[config.mk]
export PLATFORM = sky130hd
export DESIGN_NAME = decode_stage
export DESIGN_NICKNAME = d
export VERILOG_FILES = /design/src/rtl/decode_stage.sv
export SDC_FILE = /design/constraint.sdc
export NUM_CORES = 1
export LEC_CHECK = 0
export CORE_MARGIN = 2
export CORE_UTILIZATION = 35
export CTS_CLUSTER_DIAMETER = 40
export DETAILED_ROUTE_END_ITERATION = 7
export MAX_ROUTING_LAYER = met4
export PLACE_DENSITY = 0.67
export SLEW_MARGIN = 20
export SYNTH_ARGS = -nofsm -noshare
export SYNTH_HDL_FRONTEND = slang
export SYNTH_SLANG_ARGS = --single-unit
export TNS_END_PERCENT = 20
[constraint.sdc]
create_clock -name clk -period 2.5 [get_ports clk]
set_input_delay 0.5 -clock clk [delete_from_list [all_inputs] [get_ports clk]]
set_output_delay 0.5 -clock clk [all_outputs]
set_load 0.02 [all_outputs]
[src/rtl/decode_stage.sv]
// Registered RV32I decode stage: captures one instruction + PC per valid/ready
// transfer and presents split fields, format class and sign-extended immediate.
module decode_stage #(
  parameter int XLEN           = 32,
  parameter int REG_ADDR_WIDTH = 5,
  parameter int PC_WIDTH       = 32
) (
  input  logic                      clk,
  input  logic                      rst_n,
  input  logic                      flush,
  input  logic                      in_valid,
  output logic                      in_ready,
  input  logic [XLEN-1:0]           in_instr,
  input  logic [PC_WIDTH-1:0]       in_pc,
  output logic                      out_valid,
  input  logic                      out_ready,
  output logic [PC_WIDTH-1:0]       out_pc,
  output logic [6:0]                op,
  output logic [2:0]                funct3,
  output logic [6:0]                funct7,
  output logic [REG_ADDR_WIDTH-1:0] rs1,
  output logic [REG_ADDR_WIDTH-1:0] rs2,
  output logic [REG_ADDR_WIDTH-1:0] rd,
  output logic [XLEN-1:0]           imm,
  output logic [2:0]                fmt,
  output logic                      illegal
);

  localparam logic [2:0] FMT_R    = 3'd0;
  localparam logic [2:0] FMT_I    = 3'd1;
  localparam logic [2:0] FMT_S    = 3'd2;
  localparam logic [2:0] FMT_B    = 3'd3;
  localparam logic [2:0] FMT_U    = 3'd4;
  localparam logic [2:0] FMT_J    = 3'd5;
  localparam logic [2:0] FMT_NONE = 3'd7;

  typedef struct packed {
    logic [PC_WIDTH-1:0]       pc;
    logic [6:0]                op;
    logic [2:0]                funct3;
    logic [6:0]                funct7;
    logic [REG_ADDR_WIDTH-1:0] rs1;
    logic [REG_ADDR_WIDTH-1:0] rs2;
    logic [REG_ADDR_WIDTH-1:0] rd;
    logic [XLEN-1:0]           imm;
    logic [2:0]                fmt;
    logic                      illegal;
  } dec_t;

  dec_t               dec_d, dec_q;
  logic               vld_q;
  logic               accept;
  logic signed [31:0] imm32;

  assign in_ready = !vld_q || out_ready;
  assign accept   = in_valid && in_ready && !flush;

  always_comb begin
    dec_d         = '0;
    dec_d.pc      = in_pc;
    dec_d.op      = in_instr[6:0];
    dec_d.funct3  = in_instr[14:12];
    dec_d.funct7  = in_instr[31:25];
    dec_d.rs1     = REG_ADDR_WIDTH'(in_instr[19:15]);
    dec_d.rs2     = REG_ADDR_WIDTH'(in_instr[24:20]);
    dec_d.rd      = REG_ADDR_WIDTH'(in_instr[11:7]);
    dec_d.fmt     = FMT_NONE;
    dec_d.illegal = 1'b0;
    imm32         = '0;
    case (in_instr[6:0])
      7'b0110011: dec_d.fmt = FMT_R;
      7'b0010011, 7'b0000011, 7'b1100111, 7'b1110011: begin
        dec_d.fmt = FMT_I;
        imm32     = 32'($signed(in_instr[31:20]));
      end
      7'b0100011: begin
        dec_d.fmt = FMT_S;
        imm32     = 32'($signed({in_instr[31:25], in_instr[11:7]}));
      end
      7'b1100011: begin
        dec_d.fmt = FMT_B;
        imm32     = 32'($signed({in_instr[31], in_instr[7], in_instr[30:25],
                                 in_instr[11:8], 1'b0}));
      end
      7'b0110111, 7'b0010111: begin
        dec_d.fmt = FMT_U;
        imm32     = $signed({in_instr[31:12], 12'b0});
      end
      7'b1101111: begin
        dec_d.fmt = FMT_J;
        imm32     = 32'($signed({in_instr[31], in_instr[19:12], in_instr[20],
                                 in_instr[30:21], 1'b0}));
      end
      default: dec_d.illegal = 1'b1;
    endcase
    // every legal opcode above ends in 2'b11; keep the check explicit anyway
    if (in_instr[1:0] != 2'b11) begin
      dec_d.illegal = 1'b1;
      dec_d.fmt     = FMT_NONE;
      imm32         = '0;
    end
    dec_d.imm = XLEN'(imm32);
  end

  always_ff @(posedge clk or negedge rst_n) begin
    if (!rst_n) begin
      vld_q       <= 1'b0;
      dec_q       <= '0;
      dec_q.fmt   <= FMT_NONE;
    end else begin
      // flush kills both the held bundle and whatever is offered this cycle
      if (flush)          vld_q <= 1'b0;
      else if (accept)    vld_q <= 1'b1;
      else if (out_ready) vld_q <= 1'b0;
      if (accept) dec_q <= dec_d;
    end
  end

  assign out_valid = vld_q;
  assign out_pc    = dec_q.pc;
  assign op        = dec_q.op;
  assign funct3    = dec_q.funct3;
  assign funct7    = dec_q.funct7;
  assign rs1       = dec_q.rs1;
  assign rs2       = dec_q.rs2;
  assign rd        = dec_q.rd;
  assign imm       = dec_q.imm;
  assign fmt       = dec_q.fmt;
  assign illegal   = dec_q.illegal;

endmodule

==> results of run 1 <==
## state kept, by name (all words and copies together) (netlist names)
name	flops
imm	32
fmt	3
rd	5
out_pc	32
op	7
funct7	7
rs2	5
illegal	1
rs1	5
out_valid	1
funct3	3
## layout by cell type, fill, tap and decap left out, drive strengths merged, types with 2 or more instances in the layout
cell	instances
a21oi	14
a22o	7
a2bb2oi	5
a32oi	13
and2	4
and3	3
buf	23
clkbuf	11
clkdlybuf4s50	169
clkinv	3
dfrtp	98
dfstp	3
inv	5
nand2	222
nand2b	2
nand3b	3
nand4b	3
nor2	11
nor2b	2
o21ai	27
## power by group
part	total (µW)	internal (µW)	switching [µW]
sequential	1880	1800	88.5
clock	1400	805	593
combinational	998	476	521
total	4280	3080	1200
## final cells by class
type                    instances  area, µm²  share of cell area [%]
inverters                       5       18.8                   0.288
multi-input cells             333       1590                    24.3
clock buffers                  11        243                    3.72
clock inverters                 5       60.1                   0.920
well taps                     147        184                    2.82
flip-flops and latches        101       2530                    38.8
repair buffers                192       1900                    29.1
## routing by layer
metal  wire length, µm  part of all wire (%)  vias up
li1                  -                     -     1883
met1              5610                    45     1895
met2              5960                    48      138
met3               760                   6.1       10
met4                76                  0.61        0
met5                 0                     0        -
## stage by stage
| step | std cells | hold WS, ns | setup slack (ns) | instance area (µm²) | util [%] |
|---|---|---|---|---|---|
| global route | 794 | 0.205 | 0.246 | 6530 | 54.3 |
| global placement | 778 | 0.458 | 0.199 | 6220 | 51.8 |
| finish | 794 | 0.166 | 0.290 | 6530 | 54.3 |
| CTS | 794 | 0.190 | 0.284 | 6530 | 54.3 |
| detailed placement | 778 | 0.461 | 0.148 | 6220 | 51.8 |
| floorplan | 472 | 0.204 | 0.719 | 4290 | - |
## worst min-delay path by stage
stage | start | endpoint | slack, ns | depth (start not counted)
after detailed placement | out_pc[17] | out_pc[17] | 0.46 | 2
after global routing | rst_n | funct7[1] | 0.20 | 1
after floorplan | rst_n | funct3[0] | 0.20 | 0
final | rst_n | funct7[2] | 0.17 | 1
after CTS | rst_n | imm[22] | 0.19 | 1
after global placement | out_pc[11] | out_pc[11] | 0.46 | 2
## critical path: cells and delay by family
family,cells,cell delay [ns]
buf+inv,3,1.14
simple gates,1,0.06
## cell families after synthesis
kind of cell,share of synthesized area (%)
flip-flops,59.0
multiplexers,0.233
XOR/XNOR,0.204
AO/OA/AOI/OAI,11.5
AND/OR/NAND/NOR,24.9
buffers and inverters,4.23
==> metrics.yaml, run 1 <==
grt_overflow: 0
async_reset_ff_share_pct: 100
hold_violations: 0
post-route-period-util_pct: 88.4
io_buffers: 170
antenna_left: 0
cts_buffer_depth: 2
wl_per_cell_um: 15.6
num_antenna_cells: 0
synth.avg_cell_area_um2: 9.10
die_y_um: 115
vdd_drop_max_uv: 354
synth_top_flop_cell: "dfrtp_1"
antenna_found_initial: 0
grt_pass1_vias: 3877
grt_use_met2_pct: 30.7
cts.htree.levels: 3
cts_sinks: 101
ys_seq_area_share_pct: 59.0
relSlewSlack_pct: 59.2
clock-skew-final_ns: 0.00313
grt_setup_unrepaired: "false"
grt_pass1_wl_um: 19900
io_pins: 171
yosysWarnings: 0
yosysTopAreaCell: "dfrtp_1"
end_kind: "output port"
synth_area_mm2: 0.00429
total_leakage_power_uw: 0.00297
cp_common_cell: "clkdlybuf4s50_1"
clock-root-buffer: "clkbuf_16"
ys_top_cells_by_count: "nand2_1 (222), dfrtp_1 (98), o21ai_1 (23)"
first_iter_violations: 198
grtUsageMet3_pct: 3.22
grt_usage_pct: 19.8
fp-row-count: 40
cts_hold_buf: 0
gp_congestion: 0.875
synth_top_area_share_pct: 57.1
fp.dieW_um: 115
insertion_delay_ns: 0.34
arrival_ns: 1.71
r2r_cells: 6
fin_tns_setup_ns: 0
vias: 3926
grtUsageMet1_pct: 27.3
r2r_end: "imm[11]"
routed_wl_um: 12400
clk_pin_slew_ns: 0.06
cellPowerDensity_mw_per_mm2: 656
slowest_stage: "clkdlybuf4s50_1"
area.growth.synth_to_final_pct: 52.0
critPathLaunchType: "input port"
vias_per_cell: 4.94
synth-seq-cells: 101
n_fill_cell: 1137
startpoint: "out_ready"
busiest_layer: "met2"
setup_viol: 0
path_class: "in2out"
crit_chain: "clkdlybuf4s50_1 -> nor2b_4 -> inv_2 -> clkdlybuf4s50_1"
finalMaxSlewViolations: 0
critPathCapture: "in_ready"
cp_slowest_stage_delay_ns: 0.59
grt_max_degree: 100
min_path_type: "in2async"
yosysMostFrequentCell: "nand2_1"
coreArea_mm2: 0.0120
p_total_uw: 4280
drc_errors: 0
yosysUniqueCellTypes: 42
drive_above_1_share_pct: 7.57
firstDrtPassIters: 5
status: "completed"
critPathMaxFanout: 3
cap_viol_max_count: 0
layout.nets: 711
cts_resized: 0
syn-num-nets: 541
fmax_mhz: 452
cts_tree: "yes"
hpwl_um: 9100
synth_area_leaders: "dfrtp_1 (57%), nand2_1 (19%), o21ai_1 (2.7%)"
finalCriticalPeriod_ns: 2.21
synth_enable_flop_cells: 0
postSynthCellCount: 472
required_ns: 2.00
initial_utilization_pct: 35.7
rrSetupSlack_ns: 0.81
dieArea_mm2: 0.0132
cts_made_buffers: 9
worst_pin_slew_ns: 0.611
cts_setup_buffers: 0
r2r_start: "out_valid"
Note: power is estimated with default switching activity, not from simulation.
==> run 2, diff against run 1 <==
Settings changed: GPL_TIMING_DRIVEN set to 0.
Clock period 2.5 ns to 2.7 ns, I/O delays scaled along.
==> run 2 against run 1 <==
  * Total power is 9.7% lower
  * Worst hold slack worse by 0.020 ns
  * Register-to-register slack hardly changed
  * Via count hardly changed
  * Clock power is 14% lower
  * Clock skew is 0.0061 ns higher
  * Flip-flop and latch count stayed put
  * Non-clock buffer count is 11 higher
  * Critical path depth stayed put
==> metrics.yaml, run 2 (synthesized netlist as in run 1, its figures left out) <==
worst_pin_slew_ns: 0.737  # was 0.611 ns
clk_pin_slew_ns: 0.07  # was 0.06 ns
num_antenna_cells: 0  # unchanged
path_class: "in2out"  # unchanged
cts_resized: 0  # unchanged
cellPowerDensity_mw_per_mm2: 597  # was 656 mW/mm²
arrival_ns: 1.74  # was 1.71 ns
wl_per_cell_um: 15.7  # was 15.6 µm
switching_share_pct: 28.8  # was 28.1%
end_kind: "output port"  # unchanged
r2r_cells: 6  # unchanged
dieArea_mm2: 0.0132  # unchanged
cts.htree.levels: 3  # unchanged
grt_setup_unrepaired: "false"  # unchanged
fin_tns_setup_ns: 0  # unchanged
firstDrtPassIters: 4  # was 5
grt_max_degree: 54  # was 100
cp_common_cell: "clkdlybuf4s50_1"  # unchanged
cp_num_buf_inv: 3  # unchanged
setup_viol: 0  # unchanged
pwr-share-seq_pct: 45.1  # was 44.0%
crit_chain: "clkdlybuf4s50_1 -> nor2b_4 -> inv_2 -> clkdlybuf4s50_1"  # unchanged
slowest_stage: "clkdlybuf4s50_1"  # unchanged
grt_pass1_vias: 3983  # was 3877
clkPwrFrac_pct: 31.2  # was 32.7%
routed_wl_um: 12700  # was 12400 µm
first_iter_violations: 214  # was 198
relSlewSlack_pct: 50.8  # was 59.2%
cts_sinks: 101  # unchanged
cts_setup_buffers: 0  # unchanged
status: "completed"  # unchanged
grt_pass1_wl_um: 20100  # was 19900 µm
gp_congestion: 0.880  # was 0.875
pwr-share-comb_pct: 23.8  # was 23.3%
drive_above_1_share_pct: 5.78  # was 7.57%
initial_utilization_pct: 35.7  # unchanged
r2r_start: "out_valid"  # unchanged
final_cell_mix: "nand2_1 (222), clkdlybuf4s50_1 (168), dfrtp_1 (98)"  # was nand2_1 (222), clkdlybuf4s50_1 (169), dfrtp_1 (98)
final_util_pct: 53.9  # was 54.3%
critPathLaunchType: "input port"  # unchanged
vdd_drop_max_uv: 347  # was 354 µV
required_ns: 2.16  # was 2.00 ns
power.net_switching_uw: 1110  # was 1200 µW
clock-skew-final_ns: 0.00926  # was 0.00313 ns
internal_power_uw: 2750  # was 3080 µW
antenna_left: 0  # unchanged
vias: 3923  # was 3926
post-route-period-util_pct: 84.6
min_path_type: "in2async"  # unchanged
final_common_cell: "nand2_1"  # unchanged
cap_viol_max_count: 0  # unchanged
cts_made_buffers: 9  # unchanged
cts_tree: "yes"  # unchanged
die_y_um: 115  # unchanged
total_leakage_power_uw: 0.00292  # was 0.00297 µW
hold_violations: 0  # unchanged
antenna_found_initial: 0  # unchanged
insertion_delay_ns: 0.33  # was 0.34 ns
finalCriticalPeriod_ns: 2.28
fp.dieW_um: 115  # unchanged
finalMaxSlewViolations: 0  # unchanged
fp-row-count: 40  # unchanged
io_buffers: 169  # was 170
fmax_mhz: 438
grt_overflow: 0  # unchanged
coreArea_mm2: 0.0120  # unchanged
n_fill_cell: 1119  # was 1137
area.growth.synth_to_final_pct: 50.9  # was 52.0%
io_pins: 171  # unchanged
cp_top_family: "buffers and inverters"  # unchanged
drc_errors: 0  # unchanged
layout.nets: 722  # was 711
grt_usage_pct: 19.9  # was 19.8%
cp_slowest_stage_delay_ns: 0.59  # about the same
r2r_end: "rs2[1]"  # was imm[11]
hpwl_um: 9470  # was 9100 µm
clock-root-buffer: "clkbuf_16"  # unchanged
cts_hold_buf: 0  # unchanged
vias_per_cell: 4.87  # was 4.94
cts_buffer_depth: 2  # unchanged
rrSetupSlack_ns: 0.80  # was 0.81 ns
critPathMaxFanout: 3  # unchanged
==> run 2: worst max-delay path by stage <==
stage                   start  endpoint  slack, ns  cells after the start
floorplan           out_valid   imm[11]       0.92                      8
global placement        rst_n     op[3]      -2.67                      1
detailed placement  out_ready    rs2[0]       0.11                      7
CTS                 out_ready  in_ready       0.41                      4
global route        out_ready    rs2[3]       0.32                      7
finish              out_ready  in_ready       0.42                      4
==> run 2: power groups by stage <==
stage / sequential, µW / combinational (µW) / clock, µW
finish: 1740 / 918 / 1200
global route: 1760 / 992 / 1310
CTS: 1750 / 929 / 1240
detailed placement: 1770 / 925 / 0
global placement: 1770 / 909 / 0
floorplan: 1950 / 212 / 0
==> run 2: worst register-to-register path, stage by stage, from the launching register on <==
cell and delay, ns:
dfrtp_1 0.38, nor2b_4 0.14, nor3b_2 0.40, buf_2 0.32, buf_1 0.42, nand2_1 0.12, nand2_1 0.08
==> run 2: cell type report <==
class	count	area, µm²	share of cell area, %
Inverter	5	18.8	0.290
Timing Repair Buffer	170	1720	26.6
Clock buffer	12	246	3.81
Tap cell	147	184	2.84
Buffer	33	163	2.51
Sequential cell	101	2530	39.1
Clock inverter	4	33.8	0.522
Multi-Input combinational cell	333	1580	24.4
==> run 2: layer usage <==
metal | share of wire (%) | global-route usage (%) | up-vias | wire (µm)
li1 | - | - | 1908 | -
met1 | 46 | 26.4 | 1866 | 5780
met2 | 47 | 31.9 | 139 | 5960
met3 | 6.3 | 3.69 | 10 | 795
met4 | 0.96 | 4.98 | 0 | 121
met5 | 0 | - | - | 0
==> run 2: stage by stage <==
step	total power [µW]	instance area [µm²]	instances	hold WS (ns)	setup slack (ns)
after CTS	3920	6480	805	0.166	0.411
after global placement	2670	6170	788	0.458	-2.67
after global routing	4060	6480	805	0.185	0.322
after floorplan	2170	4290	472	0.244	0.919
after detailed placement	2700	6200	789	0.461	0.108
final	3870	6480	805	0.146	0.417
==> run 3, diff against run 2 <==
Settings changed: PLACE_DENSITY 0.67 to 0.69.
Clock period 2.7 ns to 1.86 ns, I/O delays scaled along.
==> run 3 against run 2 <==
  * Register-to-register slack lost 0.69 ns
  * Sequential share of layout area decreased by 0.89 points
  * Worst hold slack improved by 0.20 ns
  * Non-clock buffer count increased by 1
  * Utilization grew 1.3 points
  * Highest routed layer unchanged
  * Clock-buffer cell count is the same
  * Die area is the same
  * Critical endpoint is now imm[11]
  * Total power grew 54%
  * Critical path type is now in2reg
==> metrics.yaml, run 3 (synthesized netlist as in run 1, its figures left out) <==
cts_made_buffers: 9  # unchanged
arrival_ns: 2.08  # was 1.74 ns
die_y_um: 115  # unchanged
fp.dieW_um: 115  # unchanged
num_antenna_cells: 0  # unchanged
cts_buffer_depth: 2  # unchanged
first_iter_violations: 186  # was 214
path_class: "in2reg"  # was in2out
vias_per_cell: 4.95  # was 4.87
relSlewSlack_pct: 64.0  # was 50.8%
p_total_uw: 5940  # was 3870 µW
clock-skew-final_ns: 0.00964  # was 0.00926 ns
cts_sinks: 101  # unchanged
final_cell_mix: "nand2_1 (222), clkdlybuf4s50_1 (162), dfrtp_1 (98)"  # was nand2_1 (222), clkdlybuf4s50_1 (168), dfrtp_1 (98)
hold_violations: 0  # unchanged
clk_pin_slew_ns: 0.06  # was 0.07 ns
end_kind: "flop"  # was output port
final_common_cell: "nand2_1"  # unchanged
crit_chain: "clkdlybuf4s50_1 -> buf_6 -> mux2i_1 -> a32oi_1 -> or3_1 -> buf_6 -> buf_6 -> a32oi_2"  # was clkdlybuf4s50_1 -> nor2b_4 -> inv_2 -> clkdlybuf4s50_1
min_path_type: "in2reg"  # was in2async
worst_pin_slew_ns: 0.540  # was 0.737 ns
hpwl_um: 9810  # was 9470 µm
io_pins: 171  # unchanged
total_leakage_power_uw: 0.00301  # was 0.00292 µW
pwr-share-comb_pct: 22.9  # was 23.8%
drive_above_1_share_pct: 7.75  # was 5.78%
grt_pass1_vias: 4056  # was 3983
cts_tree: "yes"  # unchanged
setup_viol: 0  # unchanged
power.net_switching_uw: 1640  # was 1110 µW
layout_setup_ws_ns: 0.0334  # was 0.417 ns
vias: 3981  # was 3923
required_ns: 2.12  # was 2.16 ns
post-route-period-util_pct: 98.2
fin_tns_setup_ns: 0  # unchanged
grt_max_degree: 58  # was 54
fp-row-count: 40  # unchanged
io_buffers: 169  # unchanged
insertion_delay_ns: 0.35  # was 0.33 ns
n_fill_cell: 1093  # was 1119
firstDrtPassIters: 5  # was 4
grt_overflow: 0  # unchanged
internal_power_uw: 4300  # was 2750 µW
grt_pass1_wl_um: 20900  # was 20100 µm
pwr-share-seq_pct: 42.7  # was 45.1%
cp_common_cell: "buf_6"  # was clkdlybuf4s50_1
area.growth.synth_to_final_pct: 54.4  # was 50.9%
clkPwrFrac_pct: 34.5  # was 31.2%
finalCriticalPeriod_ns: 1.83
initial_utilization_pct: 35.7  # unchanged
fmax_mhz: 547
critPathLaunchType: "input port"  # unchanged
slowest_stage: "clkdlybuf4s50_1"  # unchanged
routed_wl_um: 13300  # was 12700 µm
antenna_found_initial: 0  # unchanged
antenna_left: 0  # unchanged
grt_setup_unrepaired: "true"  # was false
cp_slowest_stage_delay_ns: 0.47  # was 0.59 ns
drc_errors: 0  # unchanged
vdd_drop_max_uv: 409  # was 347 µV
status: "completed"  # unchanged
layout.nets: 723  # was 722
wl_per_cell_um: 16.6  # was 15.7 µm
cellPowerDensity_mw_per_mm2: 895  # was 597 mW/mm²
critPathMaxFanout: 10  # was 3
gp_congestion: 0.892  # was 0.880
clock-root-buffer: "clkbuf_16"  # unchanged
cts.htree.levels: 3  # unchanged
grt_usage_pct: 21.0  # was 19.9%
switching_share_pct: 27.6  # was 28.8%
cap_viol_max_count: 0  # unchanged
finalMaxSlewViolations: 0  # unchanged
dp_worst_setup_slack_ns: -0.584  # was 0.108 ns
coreArea_mm2: 0.0120  # unchanged
dieArea_mm2: 0.0132  # unchanged
-- run 3: changes by cell type in the layout (fill, tap and decap cells not counted), moves of 2 or more --
cell / delta
buf_1: -4
buf_6: +3
bufinv_16: +2
clkbuf_1: -7
clkbuf_2: +3
clkdlybuf4s50_1: -6
dlygate4sd2_1: +4
dlymetal6s2s_1: +2
nor2_1: -2
nor2_2: +2
-- run 3: worst max-delay path, delay by kind of cell --
| family | cells | cell delay, ns |
|---|---|---|
| AND/OR/NAND/NOR | 1 | 0.34 |
| buffers and inverters | 4 | 0.94 |
| multiplexers | 1 | 0.18 |
| AO/OA/AOI/OAI | 2 | 0.25 |
-- run 3: worst paths after layout --
kind	startpoint	end	slack [ns]	cells past startpoint
setup / recovery	in_instr[3]	imm[11]	0.03	8
hold / removal	flush	out_valid	0.35	2
setup reg to reg	out_valid	imm[11]	0.11	8
hold reg to reg	out_pc[24]	out_pc[24]	0.48	2
max in group asynchronous	rst_n	imm[11]	0.72	3
min in group asynchronous	rst_n	out_pc[15]	0.51	2
-- run 3: layout make-up --
type,count,area (µm²),area share [%]
buffer,32,194,2.93
clock buffer,12,256,3.87
timing repair buffer,172,1750,26.4
sequential,101,2530,38.2
clock inverter,3,68.8,1.04
tap,147,184,2.77
inverter,5,18.8,0.283
multi-input combinational,333,1630,24.5
-- run 3: power by group through the flow --
stage | Combinational [µW] | Clock, µW | Sequential (µW)
finish | 1360 | 2050 | 2530
global route | 1460 | 2170 | 2560
CTS | 1360 | 2090 | 2530
detailed placement | 1350 | 0 | 2570
global placement | 1320 | 0 | 2560
floorplan | 308 | 0 | 2840
-- run 3: per-layer routing --
metal	track usage (%)	wire (µm)	vias to the layer above
met5	-	0	-
met4	8.35	323	0
met3	4.16	939	21
met2	33.2	6250	166
met1	26.8	5820	1886
li1	-	-	1908
-- run 3: stage by stage --
stage                     cell area [µm²]  utilization, %  std cells  hold WS, ns
after floorplan                      4290               -        472       0.0764
final                                6630            55.2        805        0.351
after global routing                 6630            55.2        805        0.371
after global placement               6170            51.4        788        0.458
after detailed placement             6200            51.6        789        0.326
after CTS                            6580            54.8        806        0.481
-- run 3: repair_timing --
action / in CTS / in global routing
setup buffers: 1 / 0
hold buffers: 1 / 0
pin swaps: 1 / 0
endpoints found under the setup margin: 64 / 64
endpoints found under the hold margin: 41 / 0
gates resized for setup: 17 / 17
